**src/rtl/oled_frame_sequencer.sv**
```systemverilog
// SSD1306 sequencer: waits for panel power-up, streams the init list, then copies frames to display RAM.
// Build option OLED_SEQ_CLEAR_EN adds a zero-fill pass of display RAM between init and the first IDLE.
module oled_frame_sequencer #(
   parameter int POWERUP_WAIT = 2400000,
   parameter int FRAME_BYTES  = 1024
) (
   input  logic       clk,
   input  logic       rst_n,
   output logic       i2c_start,
   output logic       i2c_dcn,
   output logic [7:0] i2c_data,
   input  logic       i2c_busy,
   input  logic       frame_go,
   output logic [9:0] pix_addr,
   output logic       pix_rd,
   input  logic [7:0] pix_data,
   output logic       ready,
   output logic       frame_done
);

   // state    | meaning
   // PWR_WAIT | power-up timer, then wait for a stale transfer to drain
   // INIT     | 25 init command bytes
   // IDLE     | waiting for a refresh request
   // WINDOW   | column/page window commands
   // STREAM   | frame-buffer bytes to display RAM
   // CLEAR    | zero-fill of display RAM (OLED_SEQ_CLEAR_EN only)
   typedef enum logic [2:0] {
      S_PWR_WAIT = 3'd0,
      S_INIT     = 3'd1,
      S_IDLE     = 3'd2,
      S_WINDOW   = 3'd3,
      S_STREAM   = 3'd4
`ifdef OLED_SEQ_CLEAR_EN
      , S_CLEAR  = 3'd5
`endif
   } state_t;

   typedef enum logic [2:0] {
      PH_ISSUE   = 3'd0,
      PH_ACCEPT  = 3'd1,
      PH_DONE    = 3'd2,
      PH_READ    = 3'd3,
      PH_CAPTURE = 3'd4
   } phase_t;

   localparam int PW_W = (POWERUP_WAIT > 1) ? $clog2(POWERUP_WAIT) : 1;
   localparam logic [PW_W-1:0] PW_LOAD = PW_W'((POWERUP_WAIT > 0) ? POWERUP_WAIT - 1 : 0);
   localparam logic [4:0] INIT_LAST = 5'd24;
   localparam logic [2:0] WIN_LAST  = 3'd5;
   localparam logic [9:0] PIX_LAST  = 10'(FRAME_BYTES - 1);

   function automatic logic [7:0] init_byte(input logic [4:0] idx);
      logic [7:0] b;
      case (idx)
         5'd0:    b = 8'hAE;
         5'd1:    b = 8'hD5;
         5'd2:    b = 8'h80;
         5'd3:    b = 8'hA8;
         5'd4:    b = 8'h3F;
         5'd5:    b = 8'hD3;
         5'd6:    b = 8'h00;
         5'd7:    b = 8'h40;
         5'd8:    b = 8'h8D;
         5'd9:    b = 8'h14;
         5'd10:   b = 8'h20;
         5'd11:   b = 8'h00;
         5'd12:   b = 8'hA1;
         5'd13:   b = 8'hC8;
         5'd14:   b = 8'hDA;
         5'd15:   b = 8'h12;
         5'd16:   b = 8'h81;
         5'd17:   b = 8'hCF;
         5'd18:   b = 8'hD9;
         5'd19:   b = 8'hF1;
         5'd20:   b = 8'hDB;
         5'd21:   b = 8'h40;
         5'd22:   b = 8'hA4;
         5'd23:   b = 8'hA6;
         5'd24:   b = 8'hAF;
         default: b = 8'h00;
      endcase
      return b;
   endfunction

   function automatic logic [7:0] win_byte(input logic [2:0] idx);
      logic [7:0] b;
      case (idx)
         3'd0:    b = 8'h21;
         3'd1:    b = 8'h00;
         3'd2:    b = 8'h7F;
         3'd3:    b = 8'h22;
         3'd4:    b = 8'h00;
         3'd5:    b = 8'h07;
         default: b = 8'h00;
      endcase
      return b;
   endfunction

   state_t          state_q, state_d;
   phase_t          phase_q, phase_d;
   logic [PW_W-1:0] wait_q, wait_d;
   logic [4:0]      init_idx_q, init_idx_d;
   logic [2:0]      win_idx_q, win_idx_d;
   logic [9:0]      pix_idx_q, pix_idx_d;
   logic [7:0]      byte_q, byte_d;
   logic            dcn_q, dcn_d;
   logic            pending_q, pending_d;
   logic            frame_done_q, frame_done_d;
   logic            take;
   logic            byte_active;
   logic            byte_done;
`ifdef OLED_SEQ_CLEAR_EN
   logic            clear_pass_q, clear_pass_d;
`endif

   always_comb begin
      byte_active = (state_q == S_INIT) || (state_q == S_WINDOW) || (state_q == S_STREAM);
`ifdef OLED_SEQ_CLEAR_EN
      if (state_q == S_CLEAR) byte_active = 1'b1;
`endif
   end

   assign byte_done = byte_active && (phase_q == PH_DONE) && !i2c_busy;

   always_ff @(posedge clk or negedge rst_n) begin
      if (!rst_n) begin
         state_q      <= S_PWR_WAIT;
         phase_q      <= PH_ISSUE;
         wait_q       <= PW_LOAD;
         init_idx_q   <= '0;
         win_idx_q    <= '0;
         pix_idx_q    <= '0;
         byte_q       <= '0;
         dcn_q        <= 1'b0;
         pending_q    <= 1'b0;
         frame_done_q <= 1'b0;
`ifdef OLED_SEQ_CLEAR_EN
         clear_pass_q <= 1'b0;
`endif
      end else begin
         state_q      <= state_d;
         phase_q      <= phase_d;
         wait_q       <= wait_d;
         init_idx_q   <= init_idx_d;
         win_idx_q    <= win_idx_d;
         pix_idx_q    <= pix_idx_d;
         byte_q       <= byte_d;
         dcn_q        <= dcn_d;
         pending_q    <= pending_d;
         frame_done_q <= frame_done_d;
`ifdef OLED_SEQ_CLEAR_EN
         clear_pass_q <= clear_pass_d;
`endif
      end
   end

   always_comb begin
      state_d      = state_q;
      phase_d      = phase_q;
      wait_d       = wait_q;
      init_idx_d   = init_idx_q;
      win_idx_d    = win_idx_q;
      pix_idx_d    = pix_idx_q;
      byte_d       = byte_q;
      dcn_d        = dcn_q;
      frame_done_d = 1'b0;
      take         = 1'b0;
      i2c_start    = 1'b0;
      pix_rd       = 1'b0;
`ifdef OLED_SEQ_CLEAR_EN
      clear_pass_d = clear_pass_q;
`endif

      // Per-byte handshake shared by every byte-sending state; DONE exits are decided below.
      if (byte_active) begin
         case (phase_q)
            PH_ISSUE: begin
               if (!i2c_busy) begin
                  i2c_start = 1'b1;
                  phase_d   = PH_ACCEPT;
               end
            end
            PH_ACCEPT: if (i2c_busy) phase_d = PH_DONE;
            PH_DONE: ;
            PH_READ: begin
               pix_rd  = 1'b1;
               phase_d = PH_CAPTURE;
            end
            PH_CAPTURE: begin
               byte_d  = pix_data;
               dcn_d   = 1'b1;
               phase_d = PH_ISSUE;
            end
            default: phase_d = PH_ISSUE;
         endcase
      end

      case (state_q)
         S_PWR_WAIT: begin
            if (wait_q != '0) begin
               wait_d = wait_q - PW_W'(1);
            end else if (!i2c_busy) begin
               state_d    = S_INIT;
               phase_d    = PH_ISSUE;
               init_idx_d = '0;
               byte_d     = init_byte(5'd0);
               dcn_d      = 1'b0;
            end
         end
         S_INIT: begin
            if (byte_done) begin
               if (init_idx_q == INIT_LAST) begin
`ifdef OLED_SEQ_CLEAR_EN
                  clear_pass_d = 1'b1;
                  state_d      = S_WINDOW;
                  phase_d      = PH_ISSUE;
                  win_idx_d    = '0;
                  byte_d       = win_byte(3'd0);
                  dcn_d        = 1'b0;
`else
                  state_d = S_IDLE;
`endif
               end else begin
                  init_idx_d = init_idx_q + 5'd1;
                  byte_d     = init_byte(init_idx_q + 5'd1);
                  phase_d    = PH_ISSUE;
               end
            end
         end
         S_IDLE: begin
            if (pending_q) begin
               take      = 1'b1;
               state_d   = S_WINDOW;
               phase_d   = PH_ISSUE;
               win_idx_d = '0;
               byte_d    = win_byte(3'd0);
               dcn_d     = 1'b0;
            end
         end
         S_WINDOW: begin
            if (byte_done) begin
               if (win_idx_q == WIN_LAST) begin
                  pix_idx_d = '0;
`ifdef OLED_SEQ_CLEAR_EN
                  if (clear_pass_q) begin
                     state_d = S_CLEAR;
                     phase_d = PH_ISSUE;
                     byte_d  = 8'h00;
                     dcn_d   = 1'b1;
                  end else
`endif
                  begin
                     state_d = S_STREAM;
                     phase_d = PH_READ;
                  end
               end else begin
                  win_idx_d = win_idx_q + 3'd1;
                  byte_d    = win_byte(win_idx_q + 3'd1);
                  phase_d   = PH_ISSUE;
               end
            end
         end
         S_STREAM: begin
            if (byte_done) begin
               if (pix_idx_q == PIX_LAST) begin
                  state_d      = S_IDLE;
                  pix_idx_d    = '0;
                  frame_done_d = 1'b1;
               end else begin
                  pix_idx_d = pix_idx_q + 10'd1;
                  phase_d   = PH_READ;
               end
            end
         end
`ifdef OLED_SEQ_CLEAR_EN
         S_CLEAR: begin
            if (byte_done) begin
               if (pix_idx_q == PIX_LAST) begin
                  state_d      = S_IDLE;
                  pix_idx_d    = '0;
                  clear_pass_d = 1'b0;
               end else begin
                  pix_idx_d = pix_idx_q + 10'd1;
                  phase_d   = PH_ISSUE;
               end
            end
         end
`endif
         default: state_d = S_PWR_WAIT;
      endcase

      // Only one refresh can be queued; a request landing while one is queued is absorbed.
      pending_d = take ? 1'b0 : (pending_q | frame_go);
   end

   assign i2c_dcn    = dcn_q;
   assign i2c_data   = byte_q;
   assign pix_addr   = pix_idx_q;
   assign ready      = (state_q == S_IDLE) && !pending_q;
   assign frame_done = frame_done_q;

endmodule
```
**config.mk**
```make
export PLATFORM = sky130hd
export DESIGN_NAME = oled_frame_sequencer
export DESIGN_NICKNAME = d
export VERILOG_FILES = /design/src/rtl/oled_frame_sequencer.sv
export SDC_FILE = /design/constraint.sdc
export NUM_CORES = 1
export LEC_CHECK = 0
export ABC_AREA = 1
export ABC_CLOCK_PERIOD_IN_PS = 2500
export BUFFER_PORTS_ARGS = -buffer_cell sky130_fd_sc_hd__buf_4
export CAP_MARGIN = 20
export CELL_PAD_IN_SITES_DETAIL_PLACEMENT = 0
export CELL_PAD_IN_SITES_GLOBAL_PLACEMENT = 1
export CORE_MARGIN = 3
export CORE_UTILIZATION = 43
export DETAILED_ROUTE_END_ITERATION = 12
export GPL_ROUTABILITY_DRIVEN = 0
export GPL_TIMING_DRIVEN = 0
export PLACE_DENSITY = 0.91
export SYNTH_ARGS = -nofsm -noshare
export SYNTH_HDL_FRONTEND = slang
export SYNTH_SLANG_ARGS = --single-unit
```
**constraint.sdc**
```tcl
create_clock -name clk -period 2.5 [get_ports clk]
set_clock_uncertainty 0.15 [all_clocks]
set_input_delay 0.125 -clock clk [delete_from_list [all_inputs] [get_ports clk]]
set_output_delay 0.125 -clock clk [all_outputs]
set_load 0.05 [all_outputs]
```
Word-level counts from Yosys, hierarchy flattened --
Memories as Yosys holds them, arrays and structs flattened. Index checks and enable logic that the tools add are counted.
Word-level totals: register bits after elaboration 57, ROM bits 256, input port bits 12, output and inout bits 23, memories kept 1
Memories:
- (no name shown) | depth 32, width 8, read ports 1, clocked after memory_dff 0, wr ports 0, line 55 | case (idx)
Operators by class: $add $sub $neg 4, equality and inequality tests 25, mux-type cells 66, bitwise operators 1, reduce and logical (&&, ||, !) cells 19
Operators by type and width (number):
- $mux W8 | 9
- $mux W3 | 23
- $mux W10 | 4
- $pmux W8 S4 | 1
- $pmux W3 S5 | 2
- $pmux W7 S4 | 1
- $reduce_bool A22 Y1 | 1
- $sub A22 B1 Y22 const B | 1
- $mux W5 | 4
- $pmux W10 S2 | 1
- $eq A3 B2 Y1 const B | 6
- $mux W1 | 16
- $ne A2 B2 Y1 const B | 8
- $eq A3 B3 Y1 const B | 4
- $pmux W3 S4 | 1
- $add A10 B1 Y10 const B | 1
- $eq A10 B10 Y1 const B | 1
- $pmux W5 S2 | 1
- $logic_not A3 Y1 | 3
- $reduce_and A9 Y1 | 1
- $reduce_and A4 Y1 | 2
- $eq A3 B1 Y1 const B | 2
- $ne A2 B1 Y1 const B | 3
- $pmux W3 S2 | 1
- 12 further kinds | 18

Depth between registers and ports, before layout --
depth after elaboration 7, depth in mapped cells 13, mapped depth without buffers 11

Worst setup path before layout --
Ideal clock, no wire load.
kind flip-flop to flip-flop, from register pix_idx_q[0], in the netlist pix_addr[0], to register state_q[2], library setup time 127 ps, data arrival time 1914 ps, required time 2223 ps, setup slack 308 ps, cell stages (with the launch flop) 11, path buffers 0, period minus slack after synthesis 2192 ps, cells stage by stage dfrtp_1 ha_1 nand2_1 nor2_1 nand4_1 nand2_1 nand3_1 nor2_1 nand2_2 nand2_1 o21ai_0
Between the ends: cells in the longest elaborated chain, start to end 3
Ends and longest elaborated chain:
- start, declared | line 105 | logic [9:0] pix_idx_q, pix_idx_d;
- start signal, assigned | line 147 | pix_idx_q <= pix_idx_d;
- $eq A10 B10 Y1 | line 266 | if (pix_idx_q == PIX_LAST) begin
- $ne A2 B1 Y1 (no source line)
- $reduce_and A9 Y1 (no source line)
- end signal, assigned | line 142 | state_q <= state_d;
- end, declared | line 100 | state_t state_q, state_d;
No other way between the ends. A chain may end at the register's enable or synchronous reset.

Final worst setup path --
from register init_idx_q[1], to register byte_q[0], in the netlist i2c_data[0]
Between the ends: cells in the longest elaborated chain, start to end 5, elaborated cells on any way between the ends 6
Ends and longest elaborated chain:
- start, declared | line 103 | logic [4:0] init_idx_q, init_idx_d;
- start signal, assigned | line 145 | init_idx_q <= init_idx_d;
- $add A5 B1 Y5 | line 226 | byte_d = init_byte(init_idx_q + 5'd1);
- $mem_v2 Z32 W8
- $mux W8 (*) | line 213 | if (init_idx_q == INIT_LAST) begin
- $mux W8 (*) | line 212 | if (byte_done) begin
- $pmux W8 S4 (*) | line 199 | case (state_q)
- via byte_d[0] | line 106 | logic [7:0] byte_q, byte_d;
- end signal, assigned | line 148 | byte_q <= byte_d;
- end, declared | line 106
Mark *: on every way through the listed nets, which the timed path passes. The rest lies on a longest branch.

==> impl_metrics.sql <==
INSERT INTO impl_metrics (metric_group, metric, value, unit) VALUES
('die', 'floorplan.die_area', '10600', 'µm²'),
('worst_setup_path', 'arrival', '2.27', 'ns'),
('hold_path', 'hold_class', 'input pin to register', ''),
('worst_setup_path', 'worstRegToRegCells', '9', ''),
('cells_and_area', 'layout_commonest_cell', 'sky130_fd_sc_hd__nand2_1', ''),
('cells_and_area', 'commonest_cells_after_routing_fill_and_taps_aside', '178 x sky130_fd_sc_hd__nand2_1, 79 x sky130_fd_sc_hd__nor2_1, 59 x sky130_fd_sc_hd__inv_1', ''),
('clock_tree', 'clock_tree.buffer_depth', '2', ''),
('sta', 'timing.final.hold_violations', '0', ''),
('synthesis', 'netlist_instances', '585', ''),
('clock_tree', 'htree_levels', '3', ''),
('die', 'top_level_ports', '35', ''),
('sta', 'fmax', '0.455', 'GHz'),
('synthesis', 'async_reset_ff_frac', '1.00', ''),
('worst_setup_path', 'timing.critical_path.fanout_max', '10', ''),
('synthesis', 'synth_cell_area', '4020', 'µm²'),
('power_and_ir_drop', 'static-leakage-power', '0.00251', 'µW'),
('die', 'die_height', '103', 'µm'),
('die', 'dieWidth', '103', 'µm'),
('job', 'max-cap-violations', '0', ''),
('drt', 'route.detailed.vias_per_inst', '5.23', ''),
('synthesis', 'mappedNetlistNets', '609', ''),
('sta', 'rsz0062_at_grt', 'false', ''),
('die', 'rows', '34', ''),
('grt', 'globalRouteOverflowTotal', '0', ''),
('placement', 'detailedPlacementHpwl', '7.50', 'mm'),
('grt', 'pin_count_of_the_biggest_net_entering_global_routing', '58', ''),
('clock_tree', 'clk_pin_slew', '0.08', 'ns'),
('drt', 'remaining_drc_errors', '0', ''),
('die', 'starting_density_of_the_core', '0.452', ''),
('synthesis', 'synth-seq-area-share', '0.359', ''),
('sta', 'layout_min_cycle_time', '2.20', 'ns'),
('synthesis', 'synth.yosys.warnings', '0', ''),
('sta', 'setup_violations', '0', ''),
('grt', 'antenna_violations_before_repair', '0', ''),
('worst_setup_path', 'worst_setup_path_end_kind', 'register', ''),
('sta', 'tightest_slew', '0.740', 'ns'),
('drt', 'routedWlPerCell', '13.4', 'µm'),
('synthesis', 'synth.avg_cell_area', '6.88', 'µm²'),
('drt', 'detail_route.wirelength', '10.1', 'mm'),
('clock_tree', 'root_buffer', 'sky130_fd_sc_hd__clkbuf_8', ''),
('synthesis', 'number_of_synthesized_flops_with_an_enable_pin', '0', ''),
('hold_path', 'hold-path-cell-count', '5', ''),
('cells_and_area', 'p_r_area_growth_vs_syn', '16.7', '%'),
('synthesis', 'synthFlopType', 'sky130_fd_sc_hd__dfrtp_1', ''),
('cells_and_area', 'layout.nets', '660', ''),
('sta', 'slew_headroom', '0.507', ''),
('outcome', 'run_status', 'finished, final reports clean', ''),
('placement', 'io_buf_count', '34', ''),
('clock_tree', 'cts_tree', 'done', ''),
('drt', 'ant_nets', '0', ''),
('worst_setup_path', 'required', '2.57', 'ns'),
('sta', 'timing.final.max_slew_violations', '0', ''),
('sta', 'final_worst_path_cycle_share', '0.878', ''),
('power_and_ir_drop', 'vdd_drop_max', '0.624', 'mV'),
('grt', 'global_route_wire_length_before_repair', '17.0', 'mm'),
('drt', 'drtPass1Iterations', '4', ''),
('synthesis', 'ys_ff_latch', '57', ''),
('cells_and_area', 'proportion_of_layout_cells_with_a_drive_suffix_above_1', '0.162', ''),
('synthesis', 'netlist-cell-type-count', '35', ''),
('grt', 'track_usage', '0.204', ''),
('clock_tree', 'numCtsBuffers', '9', ''),
('cells_and_area', 'n_antenna_cell', '0', ''),
('worst_setup_path', 'cp-start-kind', 'register', ''),
('clock_tree', 'clkSinkCount', '57', ''),
('worst_setup_path', 'worst-setup-path-type', 'register to register', ''),
('sta', 'timing.setup.tns', '0', 'ns'),
('clock_tree', 'insertion_delay', '0.35', 'ns'),
('grt', 'first_global_vias', '3682', ''),
('power_and_ir_drop', 'total_power_divided_by_cell_area', '892', 'nW/µm²'),
('drt', 'drtIter0Drc', '175', ''),
('cells_and_area', 'fillerInstances', '892', ''),
('worst_setup_path', 'ff2ff_setup_slack', '0.30', 'ns'),
('die', 'core_area', '8890', 'µm²'),
('drt', 'via_count', '3920', ''),
('sta', 'minimum_hold_slack', '0.0271', 'ns');
==> synthesized netlist by cell type, types with 4 or more instances <==
| cell type | n | area share |
|---|---|---|
| sky130_fd_sc_hd__o21ai_1 | 4 | 0.0050 |
| sky130_fd_sc_hd__nor2_2 | 4 | 0.0062 |
| sky130_fd_sc_hd__dfrtp_1 | 42 | 0.26 |
| sky130_fd_sc_hd__o21ai_2 | 4 | 0.0087 |
| sky130_fd_sc_hd__ha_1 | 12 | 0.037 |
| sky130_fd_sc_hd__inv_1 | 59 | 0.055 |
| sky130_fd_sc_hd__nand2_1 | 179 | 0.17 |
| sky130_fd_sc_hd__nor3_1 | 5 | 0.0062 |
| sky130_fd_sc_hd__nand2_4 | 4 | 0.011 |
| sky130_fd_sc_hd__nand3_1 | 55 | 0.068 |
| sky130_fd_sc_hd__inv_2 | 8 | 0.0075 |
| sky130_fd_sc_hd__xor2_1 | 13 | 0.028 |
| sky130_fd_sc_hd__xnor2_1 | 10 | 0.022 |
| sky130_fd_sc_hd__dfstp_2 | 15 | 0.098 |
| sky130_fd_sc_hd__nor2_1 | 80 | 0.075 |
| sky130_fd_sc_hd__nand4_1 | 11 | 0.017 |
| sky130_fd_sc_hd__buf_2 | 4 | 0.0050 |
| sky130_fd_sc_hd__a21oi_1 | 12 | 0.015 |
| sky130_fd_sc_hd__o21ai_0 | 39 | 0.049 |
==> cell families (layout without fill, tap and decap cells) <==
logic type,after synthesis,after routing,synth area share
fa+ha+maj,12,12,0.0373
buf+inv,74,130,0.0750
simple gates,351,351,0.384
flops,57,57,0.359
compound gates,67,67,0.0918
mux,1,1,0.00249
xor+xnor,23,23,0.0501
==> timing repair <==
item / in CTS / in global routing
endpoints found under the hold margin: 47 / 0
buffers inserted: 0 / 0
gates resized for setup: 0 / 2
setup endpoints to repair: 0 / 9
hold buffers: 6 / 0
==> stage by stage <==
step | util | instances | instance area [µm²] | worst slack, ns | total power [µW]
6_report | 0.528 | 749 | 4690 | 0.304 | 4180
5_1_grt | 0.528 | 749 | 4690 | 0.0110 | 4510
4_1_cts | 0.527 | 749 | 4690 | 0.171 | 4210
3_5_place_dp | 0.496 | 727 | 4410 | 0.167 | 3230
3_3_place_gp | 0.496 | 727 | 4410 | 0.222 | 3210
2_1_floorplan | - | 585 | 4020 | 0.308 | 2710
==> registers in the layout (all words and copies together) (netlist names) <==
signal,cells
init_idx_q,5
pix_addr,10
state_q,3
phase_q,3
i2c_data,8
win_idx_q,3
i2c_dcn,1
frame_done,1
pending_q,1
wait_q,22
==> worst max-delay path, cell delays in order (launching register included) <==
cell	delay, ns
sky130_fd_sc_hd__dfrtp_1	0.48
sky130_fd_sc_hd__ha_1	0.25
sky130_fd_sc_hd__nand2_1	0.19
sky130_fd_sc_hd__inv_1	0.06
sky130_fd_sc_hd__nor2_1	0.29
sky130_fd_sc_hd__nand2_1	0.19
sky130_fd_sc_hd__a21oi_1	0.15
sky130_fd_sc_hd__o21ai_0	0.11
sky130_fd_sc_hd__a21oi_1	0.13
sky130_fd_sc_hd__nand2_1	0.07
==> area by class of cell <==
type                    count  area, µm²  area share
plain buffers               7       50.0      0.0107
clock buffers              12        165      0.0352
clock inverters             4       50.0      0.0107
inverters                  67        251      0.0536
multi-input cells         454       2280       0.486
flip-flops and latches     57       1450       0.308
well taps                 108        135      0.0288
repair buffers             40        315      0.0672
==> layer usage <==
layer / up-vias / GRT usage / part of all wire
met3: 17 / 0.0277 / 0.045
li1: 1970 / - / -
met2: 101 / 0.335 / 0.48
met1: 1832 / 0.271 / 0.46
met4: 0 / 0.0827 / 0.016
met5: - / 0 / 0
==> power breakdown <==
group / switching (µW) / internal, µW
Combinational: 1350 / 622
Sequential: 174 / 1080
Clock: 412 / 540
Total: 1940 / 2240
==> path summary, 6_finish.rpt <==
kind	endpoint	startpoint
setup / recovery	i2c_data[0]	init_idx_q[1]
min in group asynchronous	phase_q[1]	rst_n
hold / removal	i2c_data[1]	pix_data[1]
setup reg to reg	i2c_data[0]	init_idx_q[1]
max in group asynchronous	i2c_data[3]	rst_n
hold reg to reg	i2c_dcn	i2c_dcn
No activity file was read; power rests on OpenSTA's default activity.
